[config.mk]
export PLATFORM = sky130hd
export DESIGN_NAME = imply_stack
export DESIGN_NICKNAME = d
export VERILOG_FILES = /design/src/rtl/imply_stack.sv
export SDC_FILE = /design/constraint.sdc
export NUM_CORES = 1
export LEC_CHECK = 0
export BUFFER_PORTS_ARGS = -buffer_cell sky130_fd_sc_hd__buf_4
export CAP_MARGIN = 25
export CORE_UTILIZATION = 35
export DETAILED_ROUTE_END_ITERATION = 8
export HOLD_SLACK_MARGIN = 0.08
export SLEW_MARGIN = 40
export SYNTH_ARGS = -nofsm -noshare
export SYNTH_HDL_FRONTEND = slang
export SYNTH_SLANG_ARGS = --single-unit
[constraint.sdc]
create_clock -name clock -period 2.8 [get_ports clock]
set_clock_uncertainty 0.05 [all_clocks]
set_input_delay 0 -clock clock [delete_from_list [all_inputs] [get_ports clock]]
set_output_delay 0 -clock clock [all_outputs]
set_load 0.005 [all_outputs]
[src/rtl/imply_stack.sv]
// rtl/imply_stack.sv - LIFO of implied variable assignments fed by the conflict detector.
// Optional high-water-mark output enabled by defining IMPLY_STACK_HWM_EN.
`ifndef MAX_VARS
`define MAX_VARS 16
`endif
`ifndef MAX_VARS_BITS
`define MAX_VARS_BITS 4
`endif

module imply_stack #(
  parameter int DEPTH    = `MAX_VARS,
  parameter int VAR_BITS = `MAX_VARS_BITS,
  parameter int CNT_BITS = $clog2(DEPTH + 1)
) (
  input  logic                clock,
  input  logic                reset,
  input  logic                push_en,
  input  logic [VAR_BITS-1:0] var_idx_in,
  input  logic                val_in,
  input  logic                pop_en,
  input  logic                flush,
  output logic [VAR_BITS-1:0] top_var,
  output logic                top_val,
  output logic                top_valid,
  output logic                empty,
  output logic                full,
  output logic [CNT_BITS-1:0] count,
`ifdef IMPLY_STACK_HWM_EN
  output logic [CNT_BITS-1:0] high_water,
`endif
  output logic                overflow
);

  localparam int ADDR_BITS = (DEPTH > 1) ? $clog2(DEPTH) : 1;

  logic [VAR_BITS-1:0]  mem_var [DEPTH];
  logic                 mem_val [DEPTH];

  logic [CNT_BITS-1:0]  count_nxt;
  logic                 overflow_nxt;
  logic                 wr_en;
  logic [ADDR_BITS-1:0] wr_addr;
  logic [CNT_BITS-1:0]  cnt_m1;
  logic [ADDR_BITS-1:0] top_addr;
  logic [ADDR_BITS-1:0] push_addr;

  assign empty     = (count == '0);
  assign full      = (count == CNT_BITS'(DEPTH));
  assign top_valid = !empty;
  assign cnt_m1    = count - CNT_BITS'(1);
  assign top_addr  = cnt_m1[ADDR_BITS-1:0];
  assign push_addr = count[ADDR_BITS-1:0];

  always_comb begin
    count_nxt    = count;
    overflow_nxt = overflow;
    wr_en        = 1'b0;
    wr_addr      = push_addr;
    if (flush) begin
      count_nxt    = '0;
      overflow_nxt = 1'b0;
    end else begin
      case ({push_en, pop_en})
        2'b10: begin
          if (!full) begin
            wr_en     = 1'b1;
            count_nxt = count + CNT_BITS'(1);
          end else begin
            overflow_nxt = 1'b1;
          end
        end
        2'b01: begin
          if (!empty) count_nxt = cnt_m1;
        end
        2'b11: begin
          // Pop+push swaps the top in place, so it never overflows even when full.
          wr_en = 1'b1;
          if (!empty) begin
            wr_addr = top_addr;
          end else begin
            count_nxt = CNT_BITS'(1);
          end
        end
        default: ;
      endcase
    end
  end

  always_ff @(posedge clock) begin
    if (!reset) begin
      count    <= '0;
      overflow <= 1'b0;
    end else begin
      count    <= count_nxt;
      overflow <= overflow_nxt;
    end
  end

  always_ff @(posedge clock) begin
    if (reset && wr_en) begin
      mem_var[wr_addr] <= var_idx_in;
      mem_val[wr_addr] <= val_in;
    end
  end

  assign top_var = empty ? '0   : mem_var[top_addr];
  assign top_val = empty ? 1'b0 : mem_val[top_addr];

`ifdef IMPLY_STACK_HWM_EN
  always_ff @(posedge clock) begin
    if (!reset) begin
      high_water <= '0;
    end else if (count_nxt > high_water) begin
      high_water <= count_nxt;
    end
  end
`endif

endmodule

==> flow_summary.html <==
<table>
<tr><th>Metric</th><th>Value</th></tr>
<tr><th colspan="2">Floorplanning</th></tr>
<tr><td>Overall die area</td><td>0.0114 mm2</td></tr>
<tr><td>Top-level I/O count</td><td>24</td></tr>
<tr><td>Die width</td><td>107 um</td></tr>
<tr><td>Placeable core region</td><td>0.0105 mm2</td></tr>
<tr><td>Overall die height</td><td>107 um</td></tr>
<tr><td>Site row count</td><td>37</td></tr>
<tr><td>Initial core utilization</td><td>36.6%</td></tr>
<tr><th colspan="2">GRT</th></tr>
<tr><td>GR Util All Layers</td><td>16.1%</td></tr>
<tr><td>Top Usage Layer GRT</td><td>met2</td></tr>
<tr><td>Global routing met1 resource utilization</td><td>23.7%</td></tr>
<tr><td>Largest net degree at the start of global routing</td><td>29</td></tr>
<tr><td>First-pass GRT wire length</td><td>13400 um</td></tr>
<tr><td>Antenna violations before repair</td><td>0</td></tr>
<tr><td>Total gr overflow</td><td>0</td></tr>
<tr><td>Met3 usage in global routing</td><td>3.86%</td></tr>
<tr><td>GR Layer Usage met2</td><td>24.1%</td></tr>
<tr><td>Number of global-route vias before repair</td><td>2291</td></tr>
<tr><th colspan="2">Worst setup path</th></tr>
<tr><td>Top Family by Delay on Critical Path</td><td>compound AO/OA/AOI/OAI gates</td></tr>
<tr><td>Launch point of the worst reg-to-reg path</td><td>count[1]</td></tr>
<tr><td>Crit path max fanout</td><td>9</td></tr>
<tr><td>Worst Reg-to-Reg Cells</td><td>7</td></tr>
<tr><td>Slowest cell on crit path</td><td>sky130_fd_sc_hd__or4b_1</td></tr>
<tr><td>CP Data Arrival Time</td><td>2.60 ns</td></tr>
<tr><td>Cell-by-cell trace of the critical path</td><td>inv_2, ha_2, or4b_1, buf_4, a211oi_1, o21ai_1, a21oi_1</td></tr>
<tr><td>Biggest cell delay along the critical path</td><td>0.52 ns</td></tr>
<tr><td>Startpoint class of the critical path</td><td>flop</td></tr>
<tr><td>CP Capture Type</td><td>flop</td></tr>
<tr><td>End of the worst register-to-register path</td><td>mem_val[11]</td></tr>
<tr><td>Buffers and inverters on the worst path</td><td>2</td></tr>
<tr><td>Required arrival time at the worst endpoint</td><td>2.75 ns</td></tr>
<tr><td>Register-to-register setup slack</td><td>0.15 ns</td></tr>
<tr><td>Worst setup path class</td><td>flop to flop</td></tr>
<tr><th colspan="2">Finish</th></tr>
<tr><td>Layout cell share with drive strength beyond 1</td><td>30.7%</td></tr>
<tr><td>Summed area of non-filler cells in the final layout</td><td>0.00457 mm2</td></tr>
<tr><td>Most common cell after layout, fill and taps aside</td><td>sky130_fd_sc_hd__edfxtp_1</td></tr>
<tr><td>Fillers</td><td>966</td></tr>
<tr><td>Most used cells in the layout excluding fill and tap cells</td><td>80 x sky130_fd_sc_hd__edfxtp_1, 45 x sky130_fd_sc_hd__buf_4, 20 x sky130_fd_sc_hd__mux4_2</td></tr>
<tr><td>Fin util</td><td>43.7%</td></tr>
<tr><td>Area growth from synthesis to layout</td><td>19.5%</td></tr>
<tr><td>Number of antenna cells inserted</td><td>0</td></tr>
<tr><td>Layout net count</td><td>298</td></tr>
<tr><th colspan="2">Placement</th></tr>
<tr><td>Post-DP HPWL</td><td>5620 um</td></tr>
<tr><td>Global placer's final weighted congestion</td><td>0.853</td></tr>
<tr><td>Placed Instance Area</td><td>0.00425 mm2</td></tr>
<tr><td>Buffers on Ports</td><td>23</td></tr>
<tr><th colspan="2">CTS</th></tr>
<tr><td>Root Driver</td><td>sky130_fd_sc_hd__clkbuf_8</td></tr>
<tr><td>Longest Clk Path Bufs</td><td>2</td></tr>
<tr><td>Clock transition at the registers of the reported paths</td><td>0.10 ns</td></tr>
<tr><td>Sinks on the clock net</td><td>86</td></tr>
<tr><td>Total CTS buffers</td><td>9</td></tr>
<tr><td>Post-CTS Repair Setup Buffers</td><td>0</td></tr>
<tr><td>TritonCTS clock tree</td><td>yes</td></tr>
<tr><td>Number of H-tree levels</td><td>3</td></tr>
<tr><td>Clock insertion delay at the later pin of the skew report</td><td>0.36 ns</td></tr>
<tr><th colspan="2">Synth</th></tr>
<tr><td>Number of synthesized flops with an enable pin</td><td>80</td></tr>
<tr><td>Flip-flop and latch count after synthesis</td><td>86</td></tr>
<tr><td>Ys Warns</td><td>0</td></tr>
<tr><td>Sequential cell area fraction in the yosys report</td><td>65.9%</td></tr>
<tr><td>Primary FF master, synth</td><td>sky130_fd_sc_hd__edfxtp_1</td></tr>
<tr><td>Syn Inst Count</td><td>232</td></tr>
<tr><td>FFs w/ async S/R, synth</td><td>0%</td></tr>
<tr><td>Total standard cell area after synthesis</td><td>0.00383 mm2</td></tr>
<tr><td>Distinct cell type count of the synthesized netlist</td><td>50</td></tr>
<tr><td>Share of the synthesized area in the top cell type</td><td>62.8%</td></tr>
<tr><td>Synth Net Count</td><td>245</td></tr>
<tr><td>Main area contributors after synthesis</td><td>sky130_fd_sc_hd__edfxtp_1 63%, sky130_fd_sc_hd__mux4_2 12%, sky130_fd_sc_hd__dfxtp_1 3.1%</td></tr>
<tr><td>Biggest area consumer among synthesized cells</td><td>sky130_fd_sc_hd__edfxtp_1</td></tr>
<tr><td>Synthesized area divided by synthesized cell count</td><td>16.5 um2</td></tr>
<tr><th colspan="2">Timing</th></tr>
<tr><td>Number of hold-slack violations in the final timing report</td><td>0</td></tr>
<tr><td>Tmin final</td><td>2.65 ns</td></tr>
<tr><td>Final total negative setup slack</td><td>0 ns</td></tr>
<tr><td>Final hold slack</td><td>0.464 ns</td></tr>
<tr><td>Unrepaired setup endpoints after global routing</td><td>no</td></tr>
<tr><td>Relative max-transition margin</td><td>62.9%</td></tr>
<tr><td>Tcrit/Tclk final</td><td>94.7%</td></tr>
<tr><td>F_max</td><td>377 MHz</td></tr>
<tr><td>Worst-margin pin slew</td><td>0.556 ns</td></tr>
<tr><td>Number of max-slew violations in the final report</td><td>0</td></tr>
<tr><td>Final number of setup-violating endpoints</td><td>0</td></tr>
<tr><th colspan="2">Routing</th></tr>
<tr><td>DRT Pass-1 Iters</td><td>5</td></tr>
<tr><td>Number of nets with antenna violations after routing</td><td>0</td></tr>
<tr><td>Via density per instance</td><td>5.41</td></tr>
<tr><td>Drt total wl</td><td>8350 um</td></tr>
<tr><td>Overall via count from detail_route</td><td>2305</td></tr>
<tr><td>Starting DRC count in detailed routing</td><td>176</td></tr>
<tr><td>DRC Markers</td><td>0</td></tr>
<tr><td>Detailed-route wire length per cell</td><td>19.6 um</td></tr>
<tr><th colspan="2">Pwr</th></tr>
<tr><td>Total design power</td><td>2.60 mW</td></tr>
<tr><td>PwrDens</td><td>569 mW/mm2</td></tr>
<tr><td>Leakage power</td><td>1.50 nW</td></tr>
<tr><td>Worst supply voltage drop on vdd</td><td>0.000367 V</td></tr>
<tr><th colspan="2">Job</th></tr>
<tr><td>Max-cap viol count</td><td>0</td></tr>
<tr><th colspan="2">Hold path</th></tr>
<tr><td>Start point of the worst hold path</td><td>var_idx_in[3]</td></tr>
<tr><td>Type of the worst min-delay path</td><td>input pin to flop</td></tr>
<tr><td>Hold-critical path depth</td><td>2</td></tr>
<tr><td>End of the worst hold path</td><td>mem_var[10][3]</td></tr>
<tr><th colspan="2">Outcome</th></tr>
<tr><td>Status</td><td>completed</td></tr>
</table>
-- where the power goes --
part / internal, mW / leakage [nW] / total (mW) / switching (mW)
registers: 1.41 / 0.769 / 1.41 / 0.00337
clock network: 0.353 / 0.0985 / 0.856 / 0.503
logic: 0.153 / 0.634 / 0.333 / 0.180
total: 1.91 / 1.50 / 2.60 / 0.687
-- Yosys cell counts (2+ instances only) --
master,n
sky130_fd_sc_hd__o21ai_0,2
sky130_fd_sc_hd__a221oi_1,3
sky130_fd_sc_hd__nand2_1,4
sky130_fd_sc_hd__dfxtp_1,6
sky130_fd_sc_hd__nor4_1,2
sky130_fd_sc_hd__edfxtp_1,80
sky130_fd_sc_hd__a21oi_1,6
sky130_fd_sc_hd__or4_1,2
sky130_fd_sc_hd__mux2i_1,10
sky130_fd_sc_hd__nand2b_1,2
sky130_fd_sc_hd__inv_1,6
sky130_fd_sc_hd__nor2b_1,3
sky130_fd_sc_hd__clkbuf_1,4
sky130_fd_sc_hd__a211oi_1,8
sky130_fd_sc_hd__nor3b_1,2
sky130_fd_sc_hd__a22oi_1,3
sky130_fd_sc_hd__o211ai_1,2
sky130_fd_sc_hd__buf_2,7
sky130_fd_sc_hd__nor3_1,2
sky130_fd_sc_hd__o22ai_1,6
sky130_fd_sc_hd__buf_6,2
sky130_fd_sc_hd__nand3_1,2
sky130_fd_sc_hd__o21ai_1,4
sky130_fd_sc_hd__a211o_1,2
sky130_fd_sc_hd__nor2_1,15
sky130_fd_sc_hd__ha_1,3
sky130_fd_sc_hd__and4_1,2
sky130_fd_sc_hd__mux4_2,20
-- registers in the layout, summed over array words and instances, names as in the netlist --
name	flops
count	5
mem_val	16
mem_var	64
overflow	1
-- stage by stage --
stage               worst slack (ns)  cells
global placement               0.237    398
detailed placement             0.124    398
finish                         0.148    426
floorplan                    -0.0701    232
global route                  0.0164    426
CTS                            0.100    426
-- cells by family (layout without fill, tap and decap cells) --
group / after synthesis / count (layout) / share of synthesized area (%)
mux: 30 / 30 / 14.4
xor+xnor: 2 / 2 / 0.458
flops: 86 / 86 / 65.9
simple gates: 45 / 45 / 6.90
compound gates: 44 / 44 / 8.40
fa+ha+maj: 3 / 3 / 0.981
buf+inv: 22 / 80 / 2.94
-- per-layer routing --
metal / wire (um) / share of wire, %
met1: 3800 / 46
met2: 3970 / 48
met3: 524 / 6.3
met4: 50 / 0.60
met5: 0 / 0
-- timing repair --
item,CTS,global route
hold buffers,12,0
hold endpoints to repair,85,0
gates resized for setup,0,2
endpoints found under the setup margin,0,16
-- cell type report --
| class | instances | area (um2) | share of cell area [%] |
|---|---|---|---|
| Multi-Input combinational cell | 124 | 1190 | 26.1 |
| Sequential cell | 86 | 2520 | 55.2 |
| Clock inverter | 7 | 75.1 | 1.64 |
| Inverter | 7 | 28.8 | 0.629 |
| Timing Repair Buffer | 57 | 458 | 10.0 |
| Clock buffer | 9 | 124 | 2.71 |
| Tap cell | 136 | 170 | 3.72 |
-- how the worst max path moves through the flow --
stage	start	to	slack, ns	cells after the start
floorplan	count[0]	mem_val[10]	-0.07	10
global placement	count[1]	mem_var[11][1]	0.24	7
detailed placement	count[1]	mem_var[11][3]	0.12	7
CTS	count[1]	mem_val[11]	0.10	7
global route	count[1]	overflow	0.02	8
finish	count[1]	mem_val[11]	0.15	7
-- worst reg2reg max path, cell delays in order, from the launching register on --
cell	delay, ns
sky130_fd_sc_hd__dfxtp_1	0.34
sky130_fd_sc_hd__inv_2	0.09
sky130_fd_sc_hd__ha_2	0.21
sky130_fd_sc_hd__or4b_1	0.52
sky130_fd_sc_hd__buf_4	0.21
sky130_fd_sc_hd__a211oi_1	0.22
sky130_fd_sc_hd__o21ai_1	0.18
sky130_fd_sc_hd__a21oi_1	0.48
Note: power is estimated with default switching activity, not from simulation.
